$ cat src/rtl/y_demux_stream.sv
// y_demux_stream: registered 1-to-LANES stream demultiplexer.
// One valid/ready input stream is steered into one of LANES single-entry
// output registers, each with its own valid/ready handshake. The target lane
// comes from sel (manual) or from an internal round-robin pointer (auto_mode).
// Optional feature macro: Y_DEMUX_PARITY_EN adds a registered even-parity bit
// per lane on out_par; without it out_par is tied to zero.
module y_demux_stream #(
  parameter int WIDTH = 2,
  parameter int LANES = 4,
  parameter int SELW  = $clog2(LANES)
) (
  input  logic                   clk,
  input  logic                   reset,
  input  logic                   in_valid,
  output logic                   in_ready,
  input  logic [WIDTH-1:0]       in_data,
  input  logic [SELW-1:0]        sel,
  input  logic                   auto_mode,
  output logic [LANES-1:0]       out_valid,
  input  logic [LANES-1:0]       out_ready,
  output logic [LANES*WIDTH-1:0] out_data,
  output logic [LANES-1:0]       out_par,
  output logic [SELW-1:0]        rr_ptr,
  output logic [7:0]             acc_count
);

  typedef enum logic {
    EMPTY = 1'b0,
    FULL  = 1'b1
  } lane_state_e;

  lane_state_e      state_q [LANES];
  lane_state_e      state_d [LANES];
  logic [WIDTH-1:0] data_q  [LANES];
  logic [SELW-1:0]  tgt;
  logic             accept;
  logic [LANES-1:0] load;
  logic [LANES-1:0] drain;

  // Target lane selection and the input handshake; in_ready never looks at in_valid.
  always_comb begin
    tgt      = auto_mode ? rr_ptr : sel;
    in_ready = ~out_valid[tgt] | out_ready[tgt];
    accept   = in_valid & in_ready;
  end

  // Per-lane load/drain strobes and the lane FSM next-state logic.
  always_comb begin
    // NOTE: every combinational output gets a default first so no path leaves it unassigned, which would infer a latch.
    load  = '0;
    drain = '0;
    for (int n = 0; n < LANES; n++) begin
      state_d[n] = state_q[n];
      load[n]    = accept && (tgt == SELW'(n));
      drain[n]   = out_valid[n] & out_ready[n];
      case (state_q[n])
        EMPTY: if (load[n]) state_d[n] = FULL;
        FULL:  if (drain[n] && !load[n]) state_d[n] = EMPTY;
        default: state_d[n] = EMPTY;
      endcase
    end
  end

  // Lane state registers.
  always_ff @(posedge clk or posedge reset) begin
    if (reset) begin
      for (int n = 0; n < LANES; n++) state_q[n] <= EMPTY;
    end else begin
      // NOTE: sequential state uses non-blocking assignment so every register samples pre-edge values.
      for (int n = 0; n < LANES; n++) state_q[n] <= state_d[n];
    end
  end

  // Lane data registers; a load replaces the held word, otherwise it is kept.
  always_ff @(posedge clk or posedge reset) begin
    if (reset) begin
      // NOTE: the lane data array is reset on purpose because out_data must read zero after reset; storage with no such need is left unreset.
      for (int n = 0; n < LANES; n++) data_q[n] <= '0;
    end else begin
      for (int n = 0; n < LANES; n++) begin
        if (load[n]) data_q[n] <= in_data;
      end
    end
  end

`ifdef Y_DEMUX_PARITY_EN
  logic [LANES-1:0] par_q;

  // Parity registered alongside the lane data so both update on the same edge.
  always_ff @(posedge clk or posedge reset) begin
    if (reset) begin
      par_q <= '0;
    end else begin
      for (int n = 0; n < LANES; n++) begin
        if (load[n]) par_q[n] <= ^in_data;
      end
    end
  end

  // Drive the parity output from its register.
  always_comb out_par = par_q;
`else
  // Parity feature disabled: the output is a constant zero.
  always_comb out_par = '0;
`endif

  // Round-robin pointer: advances only on an accept in auto mode; LANES is a power of two so it wraps naturally.
  always_ff @(posedge clk or posedge reset) begin
    if (reset) begin
      rr_ptr <= '0;
    end else if (accept && auto_mode) begin
      rr_ptr <= rr_ptr + 1'b1;
    end
  end

  // Accepted-word counter, wrapping modulo 256.
  always_ff @(posedge clk or posedge reset) begin
    if (reset) begin
      acc_count <= '0;
    end else if (accept) begin
      acc_count <= acc_count + 8'd1;
    end
  end

  // Flatten lane state and data onto the output ports.
  always_comb begin
    out_valid = '0;
    out_data  = '0;
    for (int n = 0; n < LANES; n++) begin
      out_valid[n]               = (state_q[n] == FULL);
      out_data[n*WIDTH +: WIDTH] = data_q[n];
    end
  end

endmodule
$ cat config.mk
export PLATFORM = sky130hd
export DESIGN_NAME = y_demux_stream
export DESIGN_NICKNAME = d
export VERILOG_FILES = /design/src/rtl/y_demux_stream.sv
export SDC_FILE = /design/constraint.sdc
export NUM_CORES = 1
export LEC_CHECK = 0
export ABC_CLOCK_PERIOD_IN_PS = 1600
export CAP_MARGIN = 20
export CORE_UTILIZATION = 40
export CTS_CLUSTER_DIAMETER = 120
export DETAILED_ROUTE_END_ITERATION = 16
export PLACE_DENSITY = 0.82
export SETUP_SLACK_MARGIN = 0.2
export SYNTH_ARGS = -nofsm -noshare
export SYNTH_HDL_FRONTEND = slang
export SYNTH_SLANG_ARGS = --single-unit
export TNS_END_PERCENT = 50
$ cat constraint.sdc
create_clock -name clk -period 1.6 [get_ports clk]
set_input_delay 0.32 -clock clk [delete_from_list [all_inputs] [get_ports clk]]
set_output_delay 0.32 -clock clk [all_outputs]
set_load 0.01 [all_outputs]
======== After elaboration in Yosys (flattened, before gate mapping) ========
Index checks and enable logic that the tools add are counted.
storage, ports and cells
  word-level logic and storage cells ...... 58
  flip-flop bits (word level) ............. 22
  input port bits ......................... 12
operators by class
  eq/ne operators ......................... 3
  add/sub/neg operators ................... 2
  mux-type cells .......................... 17
  bitwise logic cells ..................... 11
  order comparisons ....................... 1
  reductions and logical operators ........ 14
operators by type and width
  operator                                                                count
  1-bit two-way mux                                                       10
  1-bit logical AND                                                       9
  8-bit by 1-bit adder with 8-bit output (second input constant)          1
  1-bit one-hot mux with 2 select lines                                   4
  1-bit AND                                                               5
  1-bit inverter                                                          5
  1-bit binary-select mux with 2-bit select                               2
  2-bit equality test (second input constant)                             2
  1-bit logical NOT                                                       4
  2-bit by 3-bit < comparator with 1-bit output (second input constant)   1
  2-bit by 1-bit adder with 2-bit output (second input constant)          1
  2-bit by 1-bit equality test with 1-bit output (second input constant)  1
  2-bit logical NOT                                                       1
  2-bit two-way mux                                                       1
  1-bit OR                                                                1

======== Longest topological paths before layout ========
Gate-level depths: netlist of run 1.
  depth in word-level cells ............... 11
  depth in mapped cells ................... 5
  mapped depth without buffers ............ 5

======== Worst setup path after synthesis of run 1 ========
No wires, ideal clock.
  path kind ............................... reg2reg
  from .................................... register rr_ptr[0]
  to ...................................... register acc_count[1]
  slack ................................... -0.235 ns
  path buffers ............................ 0
  data required time ...................... 1.475 ns
  setup time .............................. 0.125 ns
  arrival ................................. 1.710 ns
  clock period less this slack ............ 1.835 ns
  stages on the path, launching flop included .. 6
  cell sequence ........................... dfrtp_1 -> mux2i_1 -> mux2_4 -> mux2i_4 -> nor2b_2 -> mux2_4
on the way
  longest elaborated chain between the ends .. 6
  elaborated cells between the ends (all ways) .. 8
RTL lines
  element                                    RTL line  RTL
  from (decl)                                23        output logic [SELW-1:0] rr_ptr,
  from (signal assigned)                     112       rr_ptr <= rr_ptr + 1'b1;
  2-bit two-way mux *                        42        tgt = auto_mode ? rr_ptr : sel;
  1-bit binary-select mux with 2-bit select  43        in_ready = ~out_valid[tgt] | out_ready[tgt];
  1-bit two-way mux (implied by the code)    43
  1-bit inverter                             43
  1-bit OR *                                 43
  1-bit AND *                                44        accept = in_valid & in_ready;
  to (signal assigned)                       121       acc_count <= acc_count + 8'd1;
  to (decl)                                  24        output logic [7:0] acc_count
Every way passes the cells marked *; elsewhere a longest branch is shown, timed or not. The select of a mux whose other input is x is not followed.
A chain may end at the register's enable or synchronous reset.

======== Final worst setup path of run 1 ========
  from .................................... register rr_ptr[0]
  to ...................................... output in_ready
on the way
  longest elaborated chain between the ends .. 5
  elaborated cells between the ends (all ways) .. 7
RTL lines
  element                                    RTL line  RTL
  2-bit two-way mux *                        42
  1-bit binary-select mux with 2-bit select  43
  1-bit two-way mux (implied by the code)    43
  1-bit inverter                             43
  1-bit OR *                                 43
  to (decl)                                  15        output logic in_ready,
Marked as above.

==> metrics.csv, run 1 <==
stage;metric;value;unit
synth;Yosys top cell by area;dfrtp_1;
sta;final setup vio count;10;
synth;Post-Syn Area;0.00112;mm^2
job;Max-Cap Viols;0;
synth;sequential area share after synthesis;49.0;%
placed_design;number of port buffers;34;
placed_design;GP Congestion;0.805;
sta;post-route clock period utilization;121;%
clock_network;Worst-path clk slew;0.12;ns
clock_network;H-Tree Depth;1;
synth;Distinct cells, synth;28;
route;drt pass-1 iters;4;
clock_network;Root Buffer;clkbuf_4;
clock_network;worst-case clock buffer depth;2;
synth;Syn. warnings;0;
route;routed vias;965;
grt;first-pass GRT wire length;4.50;mm
floorplanning;row count;18;
power;Leakage;0.894;nW
finish;Layout area overhead;55.9;%
synth;Mapped Cells;99;
grt;pin count of the biggest net entering global routing;23;
finish;Layout Cells excl Fill;185;
floorplanning;Starting Density;43.8;%
floorplanning;I/O pin count;39;
route;vias per cell;5.22;
setup_path;r2r setup slk;-0.19;ns
floorplanning;DIE AREA;0.00303;mm^2
sta;min setup slack post-route;-0.334;ns
placed_design;Post-Place Cells;171;
grt;vias in the first global route;972;
setup_path;WP data required;1.28;ns
clock_network;TritonCTS clock tree;built;
setup_path;critical path peak fanout;2;
route;Final ANT Viol Nets;0;
synth;largest cells by area after synthesis;dfrtp_1, mux2_2, xor2_1;
grt;gr usage total;21.8;%
route;wire per inst;15.2;um
floorplanning;core footprint;0.00257;mm^2
clock_network;clock latency on the worst-skew pair;0.31;ns
outcome;status;complete, but fails checks;
sta;RSZ-0062 raised after global routing;yes;
sta;Final Skew;0.00604;ns
synth;FFs w/ async S/R, synth;100;%
worst_hold_path;worst hold path class;input port to asynchronous set/reset pin;
power;PD cells;1560;mW/mm^2
clock_network;total CTS buffers;3;
sta;Max Slew Vio Count;0;
finish;# diodes;0;
setup_path;Worst setup SP type;register;
route;initial drt markers;17;
route;final wirelength;2.81;mm
floorplanning;Die H;55;um
sta;min Tclk post-route;1.93;ns
sta;Max Freq;517;MHz
power;Worst VDD drop;0.00128;V
setup_path;Critical Path AT;1.61;ns
clock_network;hold_buf cts;0;
synth;share of Yosys cell area claimed by the top area cell type;49.0;%
setup_path;CP endpoint kind;output pin;
finish;nets;169;
floorplanning;Die X;55;um
clock_network;clock sinks;22;
route;drt drc;0;
synth;most numerous cell in the Yosys netlist;dfrtp_1;
synth;commonest cells in the netlist;dfrtp_1, nand2_1, mux2_2, xor2_1;
synth;Post-synth EDFFs;0;
outcome;failing checks;negative setup slack;
placed_design;dpl ws;-0.914;ns
grt;remaining global-route overflow;0;
synth;post-synthesis register bit count;22;
grt;initial antenna violation count;0;
sta;final hold violations;0;
finish;share of post-route cells with drive strength above 1;37.4;%
setup_path;critical path type;register to output pin;
placed_design;Final HPWL DP;1.90;mm
synth;Synth Flop Type;dfrtp_1;
synth;syn_area_per_cell;11.3;um^2
## cells in the final DEF, fill, tap and decap left out, drive strengths merged
master         netlist  layout
a21oi                1       1
clkdlybuf4s50        0       8
xnor2                1       1
nor2b                1       1
ha                   1       1
xor2                 7       7
nor3                 3       3
conb                 1       4
nand2b               6       6
nor4b                2       2
inv                  4       4
nand4                1       1
dlygate4sd2          0      23
a32o                 1       1
o21ai                5       5
dfrtp               22      22
buf                  5      24
nand2               11      11
nand3                6       6
clkbuf               1       4
nand3b               1       1
nor3b                2       2
mux2i                3       3
mux2                11      11
nor2                 3       3
## cells by family after synthesis
group | share of synthesized area [%]
compound gates | 3.56
xor+xnor | 6.24
fa+ha+maj | 1.11
buf+inv | 4.79
flops | 49.0
mux | 16.9
other cells | 0.334
simple gates | 18.0
## routing by layer
metal	GRT usage (%)	vias up	wire, um
li1	-	442	-
met1	25.4	471	1200
met2	36.3	39	1390
met3	6.56	13	132
met4	10.8	0	92
met5	0	-	0
## cell type report
class	instances	area (um^2)
Multi-Input combinational cell	70	634
Sequential cell	22	552
Timing Repair Buffer	55	474
Inverter	4	17.5
Tap cell	30	37.5
Clock buffer	4	36.3
Fill cell	199	816
## critical path, stage by stage (launching register included)
cell and delay [ns]:
dfrtp_2 0.45, mux2i_4 0.19, mux2_4 0.34, mux2i_4 0.16, inv_2 0.06, buf_6 0.12
## what timing repair did
item	in CTS	in global routing
endpoints found under the hold margin	0	0
endpoints found under the setup margin	41	21
setup buffers	9	1
gates resized for setup	58	5
pin swaps	5	4
## final timing paths
check | from | endpoint | depth (start not counted)
max in group asynchronous | reset | rr_ptr[0] | 3
worst min-delay path | reset | out_data[6] | 3
worst max-delay path | rr_ptr[0] | in_ready | 5
worst min register to register | acc_count[7] | acc_count[7] | 1
min in group clk | acc_count[7] | acc_count[7] | 1
worst max register to register | rr_ptr[0] | acc_count[1] | 6
## state kept, by name, indices dropped and copies added (netlist names)
signal	cells
acc_count	8
out_data	8
out_valid	4
rr_ptr	2
## power by group
part	switching [mW]	internal [mW]
sequential	0.154	0.789
combinational	0.658	0.821
clock	0.167	0.139
## through the flow
stage	util (%)	setup TNS (ns)	area [um^2]	total power, mW	hold WS [ns]
after floorplan	-	-0.549	1140	1.56	0.309
after CTS	67.1	-0.918	1720	2.68	0.329
final	68.2	-0.975	1750	2.73	0.324
after detailed placement	60.8	-9.32	1560	2.26	0.463
after global placement	60.8	-8.33	1560	2.21	0.458
after global routing	68.2	-1.64	1750	2.90	0.384
Power figures use the tool's default switching activity.
==> run 2, diff against run 1 <==
--- a/config.mk
+++ b/config.mk
@@ -5,7 +5,6 @@
 export SDC_FILE = /design/constraint.sdc
 export NUM_CORES = 1
 export LEC_CHECK = 0
-export ABC_CLOCK_PERIOD_IN_PS = 1600
 export CAP_MARGIN = 20
 export CORE_UTILIZATION = 40
 export CTS_CLUSTER_DIAMETER = 120
==> results of run 2 <==
Same layout as run 1: the final DEF is identical, and so are final timing and power.
==> run 3, diff against run 2 <==
--- a/config.mk
+++ b/config.mk
@@ -10,6 +10,7 @@
 export CTS_CLUSTER_DIAMETER = 120
 export DETAILED_ROUTE_END_ITERATION = 16
 export PLACE_DENSITY = 0.82
+export REMOVE_ABC_BUFFERS = 1
 export SETUP_SLACK_MARGIN = 0.2
 export SYNTH_ARGS = -nofsm -noshare
 export SYNTH_HDL_FRONTEND = slang
==> metrics.csv, run 3 (synthesized netlist as in run 1, its figures left out) <==
stage;metric;value;unit;change
outcome;status;complete, but fails checks;;
outcome;failing checks;negative setup slack;;
job;Max-Cap Viols;0;;unchanged
finish;nets;174;;+3.0%
route;final wirelength;2.79;mm;-0.82%
placed_design;number of port buffers;34;;unchanged
floorplanning;I/O pin count;39;;unchanged
worst_hold_path;worst hold path class;input port to asynchronous set/reset pin;;
clock_network;total CTS buffers;3;;unchanged
grt;initial antenna violation count;0;;unchanged
sta;post-route clock period utilization;121;%;-0.37 points
setup_path;Critical Path AT;1.61;ns;about the same
setup_path;CP endpoint kind;output pin;;
clock_network;Worst-path clk slew;0.11;ns;about the same
sta;Max Freq;519;MHz;+0.31%
clock_network;worst-case clock buffer depth;2;;unchanged
finish;Multi-input gate area;612;um^2;-3.6%
setup_path;Worst path max stage delay;0.44;ns;about the same
clock_network;H-Tree Depth;1;;unchanged
route;wire per inst;14.7;um;-3.4%
setup_path;CP most frequent cell;mux2i_4;;
power;PD cells;1540;mW/mm^2;-1.4%
finish;# diodes;0;;unchanged
clock_network;clock sinks;22;;unchanged
power;Leakage;0.889;nW;-0.62%
setup_path;worst-case reg-to-reg path depth;7;;+1
route;drt drc;0;;unchanged
setup_path;CP Cell Sequence;mux2i_4, mux2_4, mux2i_4, inv_1, buf_2;;
route;initial drt markers;6;;-11
sta;hold_ws;0.250;ns;-0.0734 ns
sta;Final Skew;0.00629;ns;+0.000251 ns
setup_path;WP data required;1.28;ns;about the same
setup_path;r2r setup slk;-0.24;ns;-0.05 ns
finish;commonest non-fill, non-tap cells in the layout;dfrtp_1, dlygate4sd2_1, buf_4, nand2_1, clkdlybuf4s50_1;;
floorplanning;Starting Density;43.8;%;unchanged
grt;vias in the first global route;930;;-4.3%
route;vias per cell;5.11;;-2.0%
placed_design;dpl ws;-0.920;ns;-0.00553 ns
grt;remaining global-route overflow;0;;unchanged
finish;register area;551;um^2;-0.23%
finish;Layout area overhead;59.0;%;
setup_path;critical path type;register to output pin;;
setup_path;critical path peak fanout;2;;unchanged
clock_network;Root Buffer;clkbuf_4;;
sta;min setup slack post-route;-0.328;ns;+0.00593 ns
finish;fillcell total;205;;+3.0%
route;Final ANT Viol Nets;0;;unchanged
floorplanning;DIE AREA;0.00303;mm^2;unchanged
floorplanning;Die X;55;um;unchanged
sta;final setup vio count;17;;+7
clock_network;clock latency on the worst-skew pair;0.30;ns;about the same
grt;first-pass GRT wire length;4.27;mm;-5.0%
setup_path;reg-to-reg endpoint;acc_count[1];;
placed_design;Final HPWL DP;1.95;mm;+2.6%
finish;share of post-route cells with drive strength above 1;36.9;%;-0.54 points
route;routed vias;971;;+0.62%
route;drt pass-1 iters;4;;unchanged
floorplanning;Die H;55;um;unchanged
finish;Final Util;69.6;%;+1.4 points
sta;Max Slew Vio Count;0;;unchanged
grt;gr usage total;21.1;%;-0.74 points
setup_path;reg2reg start;rr_ptr[0];;
sta;final hold violations;0;;unchanged
setup_path;Worst setup SP type;register;;
floorplanning;row count;18;;unchanged
power;Worst VDD drop;0.00109;V;-15%
grt;pin count of the biggest net entering global routing;13;;-43%
sta;RSZ-0062 raised after global routing;yes;;
finish;most common cell after layout, fill and taps aside;dfrtp_1;;
setup_path;slowest library cell on the worst path;dfrtp_1;;
sta;min Tclk post-route;1.93;ns;-0.00593 ns
clock_network;TritonCTS clock tree;built;;
placed_design;GP Congestion;0.820;;+1.8%
floorplanning;core footprint;0.00257;mm^2;unchanged
[run 3: area by class of cell]
cell class / instances / area share [%]
multi-input combinational: 70 / 34.2
sequential: 22 / 30.8
timing repair buffer: 60 / 30.0
tap: 30 / 2.10
clock buffer: 4 / 2.03
inverter: 4 / 0.840
[run 3: worst max-delay path by stage]
stage	slack [ns]	start	end	depth (start not counted)
after detailed placement	-0.92	auto_mode	in_ready	6
after global placement	-0.87	auto_mode	in_ready	6
after floorplan	-0.24	rr_ptr[0]	acc_count[1]	5
final	-0.33	rr_ptr[0]	in_ready	5
after global routing	-0.40	rr_ptr[0]	in_ready	5
after CTS	-0.38	rr_ptr[0]	in_ready	5
[run 3: per-layer routing]
metal | routed length [um] | global-route usage, %
met2 | 1510 | 38.8
met1 | 1090 | 22.5
met4 | 53 | 12.5
met3 | 138 | 3.28
met5 | 0 | 0
[run 3: repair_timing]
action                     CTS  global route
setup endpoints to repair   41            24
hold buffers                 0             0
gates resized for setup     51             6
pin swaps                    5             6
setup buffers               10             2
[run 3: power by group]
| group | internal [mW] | leakage (nW) | total (mW) | switching (mW) |
|---|---|---|---|---|
| Clock | 0.139 | 0.0210 | 0.302 | 0.164 |
| Combinational | 0.861 | 0.596 | 1.52 | 0.659 |
| Sequential | 0.786 | 0.272 | 0.920 | 0.134 |
| Total | 1.79 | 0.889 | 2.74 | 0.957 |
[run 3: critical path: cells and delay by family (launching register included)]
kind	cells	cell delay, ns
multiplexers	3	0.69
flip-flops	1	0.44
buffers and inverters	2	0.18
[run 3: metrics by stage]
stage	power, mW	instances	area (um^2)	TNS (ns)
2_1_floorplan	1.54	96	1100	-1.13
3_3_place_gp	2.20	174	1580	-8.36
3_5_place_dp	2.25	174	1580	-9.27
4_1_cts	2.68	188	1730	-1.85
5_1_grt	2.94	190	1790	-2.85
6_report	2.74	190	1790	-1.89
